===== src/rtl/io_bus_pkg.sv =====
// Shared definitions for the dma_io bus arbiter: default widths, command
// word layout and arbitration mode constants.
package io_bus_pkg;

    localparam int IO_AW = 14;
    localparam int IO_DW = 32;

    // Arbitration policies
    localparam int MODE_FIXED = 0;
    localparam int MODE_RR    = 1;

    // Command word layout, MSB first: {rd, adr[AW-1:0], wdata[DW-1:0]}
    function automatic int cmd_w(input int aw, input int dw);
        return 1 + aw + dw;
    endfunction

    localparam int IO_CMD_W = 1 + IO_AW + IO_DW;

endpackage


===== src/rtl/io_cmd_fifo.sv =====
// Per-master command FIFO. Full/empty derive from the registered occupancy
// counter, so they reflect start-of-cycle state; a push into a full FIFO is
// ignored even when the same cycle pops it.
module io_cmd_fifo
    import io_bus_pkg::*;
#(
    parameter int DEPTH = 2,
    parameter int W     = IO_CMD_W
) (
    input  logic         clk,
    input  logic         rst_n,
    input  logic         push,
    input  logic         pop,
    input  logic [W-1:0] din,
    output logic [W-1:0] dout,
    output logic         full,
    output logic         empty
);

    localparam int            PW       = $clog2(DEPTH);
    localparam logic [PW:0]   FULL_CNT = (PW + 1)'(DEPTH);

    logic [W-1:0]  mem [DEPTH];
    logic [PW-1:0] wptr_q, wptr_d;
    logic [PW-1:0] rptr_q, rptr_d;
    logic [PW:0]   cnt_q, cnt_d;
    logic          do_push, do_pop;

    assign full  = (cnt_q == FULL_CNT);
    assign empty = (cnt_q == '0);
    assign dout  = mem[rptr_q];

    // Next pointer and occupancy values; pointers wrap modulo DEPTH
    always_comb begin
        do_push = push && !full;
        do_pop  = pop && !empty;
        wptr_d  = do_push ? wptr_q + PW'(1) : wptr_q;
        rptr_d  = do_pop  ? rptr_q + PW'(1) : rptr_q;
        cnt_d   = cnt_q;
        if (do_push && !do_pop) begin
            cnt_d = cnt_q + (PW + 1)'(1);
        end else if (!do_push && do_pop) begin
            cnt_d = cnt_q - (PW + 1)'(1);
        end
    end

    // Pointer and counter state
    always_ff @(posedge clk or negedge rst_n) begin
        if (!rst_n) begin
            wptr_q <= '0;
            rptr_q <= '0;
            cnt_q  <= '0;
        end else begin
            wptr_q <= wptr_d;
            rptr_q <= rptr_d;
            cnt_q  <= cnt_d;
        end
    end

    // Storage; contents are meaningless while empty, so no reset needed
    always_ff @(posedge clk) begin
        if (do_push) begin
            mem[wptr_q] <= din;
        end
    end

endmodule


===== src/rtl/io_bus_arb.sv =====
// N-master arbiter for the shared dma_io bus. Each master queues commands in
// its own FIFO; one command per cycle is granted (fixed priority or
// round-robin) and driven onto registered bus outputs. Read data coming back
// from the peripheral chain is steered to the issuing master via a shift
// register that tracks the master id of every issued read.
module io_bus_arb
    import io_bus_pkg::*;
#(
    parameter int NM     = 2,
    parameter int DEPTH  = 2,
    parameter int MODE   = MODE_RR,
    parameter int RD_LAT = 1,
    parameter int AW     = IO_AW,
    parameter int DW     = IO_DW
) (
    input  logic              clk,
    input  logic              rst_n,
    input  logic [NM-1:0]     m_we,
    input  logic [NM*AW-1:0]  m_wadr,
    input  logic [NM*DW-1:0]  m_wdata,
    input  logic [NM-1:0]     m_radr_en,
    input  logic [NM*AW-1:0]  m_radr,
    output logic [NM*DW-1:0]  m_rdata,
    output logic [NM-1:0]     m_rvalid,
    output logic [NM-1:0]     m_full,
    output logic [NM-1:0]     m_err,
    output logic              io_we,
    output logic [AW-1:0]     io_wadr,
    output logic [DW-1:0]     io_wdata,
    output logic              io_radr_en,
    output logic [AW-1:0]     io_radr,
    input  logic [DW-1:0]     io_rdata
);

    localparam int CW = cmd_w(AW, DW);
    localparam int IW = (NM > 1) ? $clog2(NM) : 1;

    logic [NM-1:0]   push, pop, full, empty;
    logic [CW-1:0]   din  [NM];
    logic [CW-1:0]   dout [NM];
    logic [NM-1:0]   err_q, err_d;

    logic [IW-1:0]   last_q, last_d;
    logic [IW-1:0]   start, gnt_idx;
    logic            gnt_vld;
    logic [2*NM-1:0] req_x2;
    logic [NM-1:0]   req_rot;
    logic [CW-1:0]   sel;

    logic            io_we_q, io_we_d;
    logic            io_radr_en_q, io_radr_en_d;
    logic [AW-1:0]   io_wadr_q, io_wadr_d;
    logic [DW-1:0]   io_wdata_q, io_wdata_d;
    logic [AW-1:0]   io_radr_q, io_radr_d;
    logic [IW-1:0]   id_q, id_d;

    logic [RD_LAT-1:0] sr_vld_q, sr_vld_d;
    logic [IW-1:0]     sr_id_q [RD_LAT];
    logic [IW-1:0]     sr_id_d [RD_LAT];

    logic [NM*DW-1:0]  m_rdata_q, m_rdata_d;
    logic [NM-1:0]     m_rvalid_q, m_rvalid_d;

    for (genvar g = 0; g < NM; g++) begin : g_fifo
        io_cmd_fifo #(
            .DEPTH (DEPTH),
            .W     (CW)
        ) u_fifo (
            .clk   (clk),
            .rst_n (rst_n),
            .push  (push[g]),
            .pop   (pop[g]),
            .din   (din[g]),
            .dout  (dout[g]),
            .full  (full[g]),
            .empty (empty[g])
        );
    end

    // Enqueue: a write wins over a simultaneous read; drops and collisions latch the error flag
    always_comb begin
        err_d = err_q;
        for (int i = 0; i < NM; i++) begin
            push[i] = (m_we[i] || m_radr_en[i]) && !full[i];
            din[i]  = m_we[i] ? {1'b0, m_wadr[i*AW +: AW], m_wdata[i*DW +: DW]}
                              : {1'b1, m_radr[i*AW +: AW], {DW{1'b0}}};
            if (((m_we[i] || m_radr_en[i]) && full[i]) || (m_we[i] && m_radr_en[i])) begin
                err_d[i] = 1'b1;
            end
        end
    end

    // Grant: priority encode the request vector rotated to start after the last grant
    always_comb begin
        int off;
        int sum;
        start = '0;
        if (MODE == MODE_RR && NM > 1) begin
            start = (last_q == IW'(NM - 1)) ? '0 : last_q + IW'(1);
        end
        req_x2  = {~empty, ~empty} >> start;
        req_rot = req_x2[NM-1:0];
        gnt_vld = |req_rot;
        off     = 0;
        for (int k = NM - 1; k >= 0; k--) begin
            if (req_rot[k]) begin
                off = k;
            end
        end
        sum = int'(start) + off;
        if (sum >= NM) begin
            sum = sum - NM;
        end
        gnt_idx = IW'(sum);
        last_d  = (MODE == MODE_RR && gnt_vld) ? gnt_idx : last_q;
        sel     = '0;
        for (int i = 0; i < NM; i++) begin
            pop[i] = gnt_vld && (gnt_idx == IW'(i));
            if (gnt_idx == IW'(i)) begin
                sel = dout[i];
            end
        end
    end

    // Bus output and read-return next state
    always_comb begin
        io_we_d      = 1'b0;
        io_radr_en_d = 1'b0;
        io_wadr_d    = io_wadr_q;
        io_wdata_d   = io_wdata_q;
        io_radr_d    = io_radr_q;
        id_d         = id_q;
        if (gnt_vld) begin
            if (sel[CW-1]) begin
                io_radr_en_d = 1'b1;
                io_radr_d    = sel[DW +: AW];
                id_d         = gnt_idx;
            end else begin
                io_we_d    = 1'b1;
                io_wadr_d  = sel[DW +: AW];
                io_wdata_d = sel[DW-1:0];
            end
        end

        // Stage 0 tags the read currently on the bus; the last stage lines up with io_rdata
        sr_vld_d[0] = io_radr_en_q;
        sr_id_d[0]  = id_q;
        for (int k = 1; k < RD_LAT; k++) begin
            sr_vld_d[k] = sr_vld_q[k-1];
            sr_id_d[k]  = sr_id_q[k-1];
        end

        m_rvalid_d = '0;
        m_rdata_d  = m_rdata_q;
        if (sr_vld_q[RD_LAT-1]) begin
            for (int i = 0; i < NM; i++) begin
                if (sr_id_q[RD_LAT-1] == IW'(i)) begin
                    m_rvalid_d[i]          = 1'b1;
                    m_rdata_d[i*DW +: DW]  = io_rdata;
                end
            end
        end
    end

    // All arbiter state; reset clears in-flight reads so nothing returns afterwards
    always_ff @(posedge clk or negedge rst_n) begin
        if (!rst_n) begin
            err_q        <= '0;
            last_q       <= IW'(NM - 1);
            io_we_q      <= 1'b0;
            io_radr_en_q <= 1'b0;
            io_wadr_q    <= '0;
            io_wdata_q   <= '0;
            io_radr_q    <= '0;
            id_q         <= '0;
            sr_vld_q     <= '0;
            for (int k = 0; k < RD_LAT; k++) begin
                sr_id_q[k] <= '0;
            end
            m_rdata_q    <= '0;
            m_rvalid_q   <= '0;
        end else begin
            err_q        <= err_d;
            last_q       <= last_d;
            io_we_q      <= io_we_d;
            io_radr_en_q <= io_radr_en_d;
            io_wadr_q    <= io_wadr_d;
            io_wdata_q   <= io_wdata_d;
            io_radr_q    <= io_radr_d;
            id_q         <= id_d;
            sr_vld_q     <= sr_vld_d;
            for (int k = 0; k < RD_LAT; k++) begin
                sr_id_q[k] <= sr_id_d[k];
            end
            m_rdata_q    <= m_rdata_d;
            m_rvalid_q   <= m_rvalid_d;
        end
    end

    assign m_full     = full;
    assign m_err      = err_q;
    assign m_rdata    = m_rdata_q;
    assign m_rvalid   = m_rvalid_q;
    assign io_we      = io_we_q;
    assign io_wadr    = io_wadr_q;
    assign io_wdata   = io_wdata_q;
    assign io_radr_en = io_radr_en_q;
    assign io_radr    = io_radr_q;

endmodule

===== config.mk =====
export PLATFORM = sky130hd
export DESIGN_NAME = io_bus_arb
export DESIGN_NICKNAME = d
export VERILOG_FILES = /design/src/rtl/io_bus_pkg.sv /design/src/rtl/io_cmd_fifo.sv /design/src/rtl/io_bus_arb.sv
export SDC_FILE = /design/constraint.sdc
export NUM_CORES = 1
export LEC_CHECK = 0
export ABC_AREA = 0
export BUFFER_PORTS_ARGS = -buffer_cell sky130_fd_sc_hd__buf_2
export CAP_MARGIN = 20
export CORE_UTILIZATION = 50
export CTS_BUF_LIST = sky130_fd_sc_hd__clkbuf_2
export DETAILED_ROUTE_END_ITERATION = 10
export GPL_TIMING_DRIVEN = 0
export PLACE_DENSITY = 0.72
export RECOVER_POWER = 25
export SYNTH_ARGS = -nofsm -noshare
export SYNTH_HDL_FRONTEND = slang
export SYNTH_HIERARCHICAL = 1
export SYNTH_SLANG_ARGS = --single-unit

===== constraint.sdc =====
create_clock -name clk -period 3.7 [get_ports clk]
set_input_delay 0.185 -clock clk [delete_from_list [all_inputs] [get_ports clk]]
set_output_delay 0.185 -clock clk [all_outputs]
set_load 0.005 [all_outputs]

==> results of run 1 <==
[logic make-up (layout without fill, tap and decap cells)]
kind of cell,count (synthesis),count (layout)
AOI/OAI and AO/OA,191,191
DFF,330,330
and+or+nand+nor,171,171
buffers and inverters,101,707
other,0,1
adders and majority gates,2,2
xor gates and xnor gates,10,10
muxes,186,186
[final cells by class]
cell class              count  area, um^2  area share, %
clock buffers             132         661           3.47
flip-flops and latches    330        9200           48.3
diodes                      1        2.50         0.0131
repair buffers            454        3160           16.6
inverters                  10        37.5          0.197
well taps                 384         480           2.52
plain buffers              91         464           2.44
clock inverters            20         118          0.617
multi-input cells         560        4940           25.9
[per-stage QoR]
| step | instances | TNS (ns) | worst slack (ns) | hold WS, ns |
|---|---|---|---|---|
| after floorplan | 991 | 0 | 0.430 | -0.111 |
| after global placement | 1662 | -68.86 | -0.754 | 0.354 |
| after detailed placement | 1667 | 0 | 1.02 | 0.202 |
| after CTS | 1981 | 0 | 0.954 | 0.0243 |
| after global routing | 1982 | 0 | 0.678 | 0.0149 |
| final | 1982 | 0 | 0.894 | 0.0945 |
[critical path: stages, from the launching register on]
cell      delay [ns]
dfrtp_1         0.44
nor2_1          0.45
o21ba_1         0.20
buf_6           0.14
clkbuf_1        0.50
o21ai_0         0.30
ha_1            0.27
xor2_1          0.14
nor2_1          0.11
xor2_1          0.14
[state kept, by name (all words and copies together), names as in the netlist]
name,count
g_fifo.u_fifo/cnt_q,4
m_rvalid,2
io_wdata,32
sr_vld_q,1
io_radr,14
io_wadr,14
last_q,1
io_radr_en,1
g_fifo.u_fifo/wptr_q,2
io_we,1
m_err,2
g_fifo.u_fifo/mem,188
g_fifo.u_fifo/rptr_q,2
id_q,1
sr_id_q,1
m_rdata,64
[synthesized netlist by cell type (all sizes together)]
cell type / n / area, um^2
edfxtp: 188 / 5650
mux2: 186 / 2240
dfrtp: 141 / 3530
and2: 64 / 400
a221oi: 60 / 526
clkbuf: 46 / 173
o211ai: 46 / 345
buf: 45 / 292
nand2: 36 / 135
a41oi: 32 / 430
nand3: 32 / 160
a31oi: 28 / 175
nor2b: 19 / 119
a22oi: 14 / 105
nor2: 13 / 48.8
inv: 10 / 37.5
xnor2: 6 / 52.6
nand2b: 5 / 31.3
xor2: 4 / 35.0
o21ai: 3 / 15.0
a21oi: 2 / 10.0
a22o: 2 / 17.5
and3: 2 / 12.5
ha: 2 / 25.0
o21bai: 2 / 15.0
a21boi: 1 / 7.51
dfstp: 1 / 26.3
o21ba: 1 / 10.0
[how the worst max path moves through the flow]
| stage | from | end | slack, ns |
|---|---|---|---|
| floorplan | g_fifo[0].u_fifo/cnt_q[0] | g_fifo[0].u_fifo/mem[0][0] | 0.43 |
| global placement | g_fifo[1].u_fifo/cnt_q[0] | g_fifo[1].u_fifo/mem[0][17] | -0.75 |
| detailed placement | g_fifo[1].u_fifo/cnt_q[0] | g_fifo[0].u_fifo/cnt_q[1] | 1.02 |
| CTS | g_fifo[1].u_fifo/cnt_q[0] | g_fifo[0].u_fifo/cnt_q[1] | 0.95 |
| global route | g_fifo[1].u_fifo/cnt_q[0] | g_fifo[0].u_fifo/cnt_q[1] | 0.68 |
| finish | g_fifo[1].u_fifo/cnt_q[0] | g_fifo[0].u_fifo/cnt_q[1] | 0.89 |
[cell usage in the layout (no fill, tap or decap), drive strengths merged, types with 3 or more instances in the layout]
cell type | Yosys | layout
nand2 | 36 | 36
a221oi | 60 | 60
a31oi | 28 | 28
edfxtp | 188 | 188
o211ai | 46 | 46
clkinv | 0 | 15
dlygate4sd3 | 0 | 161
buf | 45 | 335
nor2b | 19 | 19
a41oi | 32 | 32
dfrtp | 141 | 141
nand3 | 32 | 32
xnor2 | 6 | 6
a22oi | 14 | 14
nand2b | 5 | 5
clkinvlp | 0 | 3
mux2 | 186 | 186
clkbuf | 46 | 181
o21ai | 3 | 3
xor2 | 4 | 4
inv | 10 | 11
nor2 | 13 | 13
and2 | 64 | 64
[what timing repair did]
action,CTS,global route
hold endpoints to repair,402,0
buffers inserted,0,0
resized for setup,0,0
setup endpoints to repair,0,0
hold buffers,162,0
[power by group through the flow]
stage / Clock, mW / Combinational, mW / Sequential, mW
floorplan: 0 / 5.06 / 6.30
global placement: 0 / 7.39 / 6.34
detailed placement: 0 / 7.68 / 6.34
CTS: 2.54 / 7.85 / 6.27
global route: 2.73 / 8.49 / 6.44
finish: 2.46 / 7.87 / 6.30
[layer usage]
| layer | share of wire [%] | track usage, % | routed length [um] | up-vias |
|---|---|---|---|---|
| met5 | 0 | 0 | 0 | - |
| met4 | 2.7 | 9.70 | 1040 | 0 |
| met3 | 7.1 | 5.26 | 2780 | 85 |
| met2 | 52 | 46.3 | 20100 | 500 |
| met1 | 38 | 31.2 | 14900 | 5379 |
| li1 | - | - | - | 4967 |
==> results.tsv, run 1 <==
metric	value	unit
initial_core_util	50.9	%
ys_seq_area_share	62.9	%
die_w	173	um
intPower	10.1	mW
syn_nets	1151	
first_iter_violations	864	
synth_xor_area_share	0.599	%
fmax	356	MHz
yosys.area_share.simple	6.20	%
holdPathStages	3	
wl	38800	um
gp_congestion	0.845	
r2r-end	g_fifo[0].u_fifo/cnt_q[1]	
synthMuxAreaShare	15.4	%
synthAdderAreaFrac	0.171	%
path_max_fanout	10	
status	complete, but fails checks	
insertion_delay	0.89	ns
violations	capacitance limit, slew limit	
grt_pass1_wl	60400	um
period_share	75.8	%
antenna_found_initial	1	
reg2regPathDepth	9	
rows	62	
dieArea	29900	um^2
slew_viol_final	83	
clk_pin_slew_worst_paths	0.10	ns
regToRegStartpoint	g_fifo[1].u_fifo/cnt_q[0]	
p_clk_share	14.8	%
p_sw	6.50	mW
seq_power_share	37.9	%
synth_cell_types	33	
nNetsFinal	1690	
dpl.hpwl	26200	um
fin_worst_skew	0.0789	ns
min_path_type	input port to flop	
hold_viol	0	
worst_pin_slew	2.13	ns
min_from	io_rdata[8]	
ys.warnings.count	6	
holdPathEnd	m_rdata[8]	
vias_per_cell	5.52	
vias	10900	
sw_frac_of_total	39.1	%
grt_pass1_vias	11300	
area_delta_synth_final	30.4	%
synth_compound_area_share	11.3	%
numCtsBuffers	83	
drv_cap	1	
powerDensity	872	nW/um^2
design.core.area	28700	um^2
worstSetupStartpointType	flop	
peakVddDrop	433	uV
drive_above_1_share	42.3	%
final_core_util	66.4	%
synth_area_per_cell	14.8	um^2
grt.total_usage	26.1	%
synth_seq_cells	330	
rrSetupSlack	0.89	ns
power	16.6	mW
clkSinkCount	330	
detail-route-antenna-nets	0	
grt_max_degree	83	
cts_tree	yes	
required	4.46	ns
relSlewSlack	-41.7	%
placed_area	16700	um^2
fillers	2195	
report.final.setup_viol	0	
syn_area	14600	um^2
grt_overflow_total	0	
total_leakage_power	7.70	nW
routedWlPerCell	19.6	um
ios	290	
numPortBuffers	287	
netlist_instances	991	
path_class	flop to flop	
cp_data_arrival_time	3.56	ns
htree_num_levels	3	
fp.dieH	173	um
design_area	19100	um^2
grt_setup_unrepaired	no	
cp-end-kind	flop	
p_comb_share	47.3	%
root_buffer	clkbuf_2	
drc_errors	0	
min_period	2.81	ns
first_pass_iters	5	
synth_top_family_by_area	multiplexers	
cts_max_path_buffers	3	
Note: power is estimated with default switching activity, not from simulation.
==> run 2: changes to the inputs <==
==> constraint.sdc (replaced) <==
create_clock -name clk -period 2.6 [get_ports clk]
set_input_delay 0.13 -clock clk [delete_from_list [all_inputs] [get_ports clk]]
set_output_delay 0.13 -clock clk [all_outputs]
set_load 0.005 [all_outputs]
==> run 2 against run 1 <==
Against the previous run:
- the run still ends with capacitance limit, slew limit left
- count of clock-buffer cells in the layout increased by 2
- die area unchanged
- design area rose by 1.4%
- register-to-register slack got worse by 0.64 ns
- cell count increased by 1.2%
- routed wire length up 2.4%
- via count about the same
- total power grew 43%
==> results.tsv, run 2 (synthesized netlist as in run 1, its figures left out) <==
metric	value	unit	change
worst_pin_slew	1.69	ns	-0.433 ns
wl_met2	20700	um	+2.6%
path_buf_inv	2		unchanged
cp.depth	6		-3
drive_above_1_share	41.7	%	-0.60 points
numCtsBuffers	84		+1.2%
relSlewSlack	-12.9	%	+29 points
regToRegStartpoint	g_fifo[1].u_fifo/cnt_q[0]		
status	complete, but fails checks		
mostFrequentLayoutCells	304 x buf_2, 190 x dlygate4sd3_1, 188 x edfxtp_1		
die_w	173	um	unchanged
worstSetupStartpointType	flop		
grt_overflow_total	0		unchanged
power	23.7	mW	+43%
insertion_delay	0.88	ns	about the same
placed_area	16700	um^2	unchanged
min_path_type	input port to flop		
critPathTopFamily	buffers and inverters		
grt_max_degree	74		-11%
final_core_util	67.3	%	+0.94 points
grt.total_usage	26.8	%	+0.73 points
dieArea	29900	um^2	unchanged
fmax	426	MHz	+20%
area_delta_synth_final	32.2	%	
holdPathStages	2		-1
r2r-end	io_wdata[27]		
rows	62		unchanged
min_from	m_we[0]		
root_buffer	clkbuf_2		
period_share	90.2	%	+14 points
total_leakage_power	7.81	nW	+1.4%
peakVddDrop	640	uV	+48%
path_class	flop to flop		
grt_pass1_wl	61800	um	+2.3%
min_period	2.35	ns	-0.460 ns
cp-end-kind	flop		
gp_congestion	0.831		-1.7%
top_register	g_fifo.u_fifo/mem		
cts_tree	yes		
reg2regPathDepth	6		-3
drc_errors	0		unchanged
first_pass_iters	5		unchanged
max_stage_delay	0.49	ns	about the same
path_cells	nor2_1, o21ba_1, buf_6, a22o_1, clkbuf_1, a41oi_1		
drv_cap	1		unchanged
fin_hold_ws	0.0760	ns	-0.0185 ns
maxUsedRoutingLayer	met4		
required	3.31	ns	-1.15 ns
rrSetupSlack	0.25	ns	-0.64 ns
wl_met3	2700	um	-2.7%
powerDensity	1230	nW/um^2	+41%
ios	290		unchanged
final_common_cell	buf_2		
grt_pass1_vias	11500		+1.9%
fin_ws	0.254	ns	-0.640 ns
fp.dieH	173	um	unchanged
cts_max_path_buffers	3		unchanged
cts_resized	0		unchanged
design.core.area	28700	um^2	unchanged
dpl.hpwl	26300	um	+0.31%
clk_pin_slew_worst_paths	0.10	ns	about the same
wl_met1	15300	um	+2.5%
antenna_found_initial	2		+1
postCtsSetupRepairBufs	0		unchanged
vias_per_cell	5.45		-1.3%
detail-route-antenna-nets	0		unchanged
design_area	19300	um^2	+1.4%
fin_worst_skew	0.0590	ns	-0.0199 ns
cp_data_arrival_time	3.06	ns	-0.50 ns
numPortBuffers	287		unchanged
first_iter_violations	822		-4.9%
hold_viol	0		unchanged
routedWlPerCell	19.8	um	+1.1%
vias	10900		-0.064%
violations	capacitance limit, slew limit		
largest_reg_flops	188		unchanged
holdPathEnd	g_fifo[0].u_fifo/mem[0][3]		
clkSinkCount	330		unchanged
slew_viol_final	70		-16%
wl	39800	um	+2.4%
grt_setup_unrepaired	no		
path_max_fanout	18		+8
htree_num_levels	3		unchanged
report.final.setup_viol	0		unchanged
pre_cts_slack	-0.144	ns	-1.17 ns
crit_slowest_cell	nor2_1		
nNetsFinal	1718		+1.7%
initial_core_util	50.9	%	unchanged
-- run 2: worst max path at each step --
stage / start / endpoint / slack [ns]
3_3_place_gp: g_fifo[1].u_fifo/cnt_q[0] / g_fifo[1].u_fifo/mem[0][17] / -0.66
3_5_place_dp: g_fifo[1].u_fifo/cnt_q[0] / g_fifo[0].u_fifo/cnt_q[1] / -0.14
2_1_floorplan: g_fifo[0].u_fifo/cnt_q[0] / g_fifo[0].u_fifo/mem[0][0] / 0.11
6_report: g_fifo[1].u_fifo/cnt_q[0] / io_wdata[27] / 0.25
5_1_grt: g_fifo[0].u_fifo/cnt_q[0] / g_fifo[1].u_fifo/cnt_q[1] / 0.02
4_1_cts: g_fifo[0].u_fifo/rptr_q / io_wdata[26] / 0.26
-- run 2: per-layer routing --
| metal | vias up | global-route usage, % |
|---|---|---|
| met2 | 469 | 47.9 |
| met4 | 0 | 10.6 |
| met5 | - | 0 |
| met1 | 5357 | 31.3 |
| li1 | 5019 | - |
| met3 | 79 | 5.76 |
-- run 2: stage by stage --
step / setup TNS, ns / std cells
4_1_cts: 0 / 2004
5_1_grt: 0 / 2006
2_1_floorplan: 0 / 991
6_report: 0 / 2006
3_5_place_dp: -0.185 / 1667
3_3_place_gp: -185.93 / 1662
-- run 2: power breakdown --
group / internal (mW) / total, mW / switching (mW) / leakage [nW]
Combinational: 4.99 / 11.2 / 6.25 / 3.81
Clock: 1.44 / 3.49 / 2.05 / 0.588
Sequential: 8.01 / 9.00 / 0.992 / 3.41
Total: 14.4 / 23.7 / 9.29 / 7.81
-- run 2: what timing repair did --
item,in CTS,in global routing
hold buffers,191,0
endpoints found under the setup margin,3,0
endpoints found under the hold margin,441,0
-- run 2: final cells by class --
type | count | area (um^2)
Antenna cell | 2 | 5.00
Buffer | 89 | 457
Clock buffer | 134 | 671
Clock inverter | 14 | 93.8
Fill cell | 2114 | 9370
Inverter | 10 | 37.5
Multi-Input combinational cell | 560 | 4940
Sequential cell | 330 | 9200
Tap cell | 384 | 480
Timing Repair Buffer | 483 | 3450
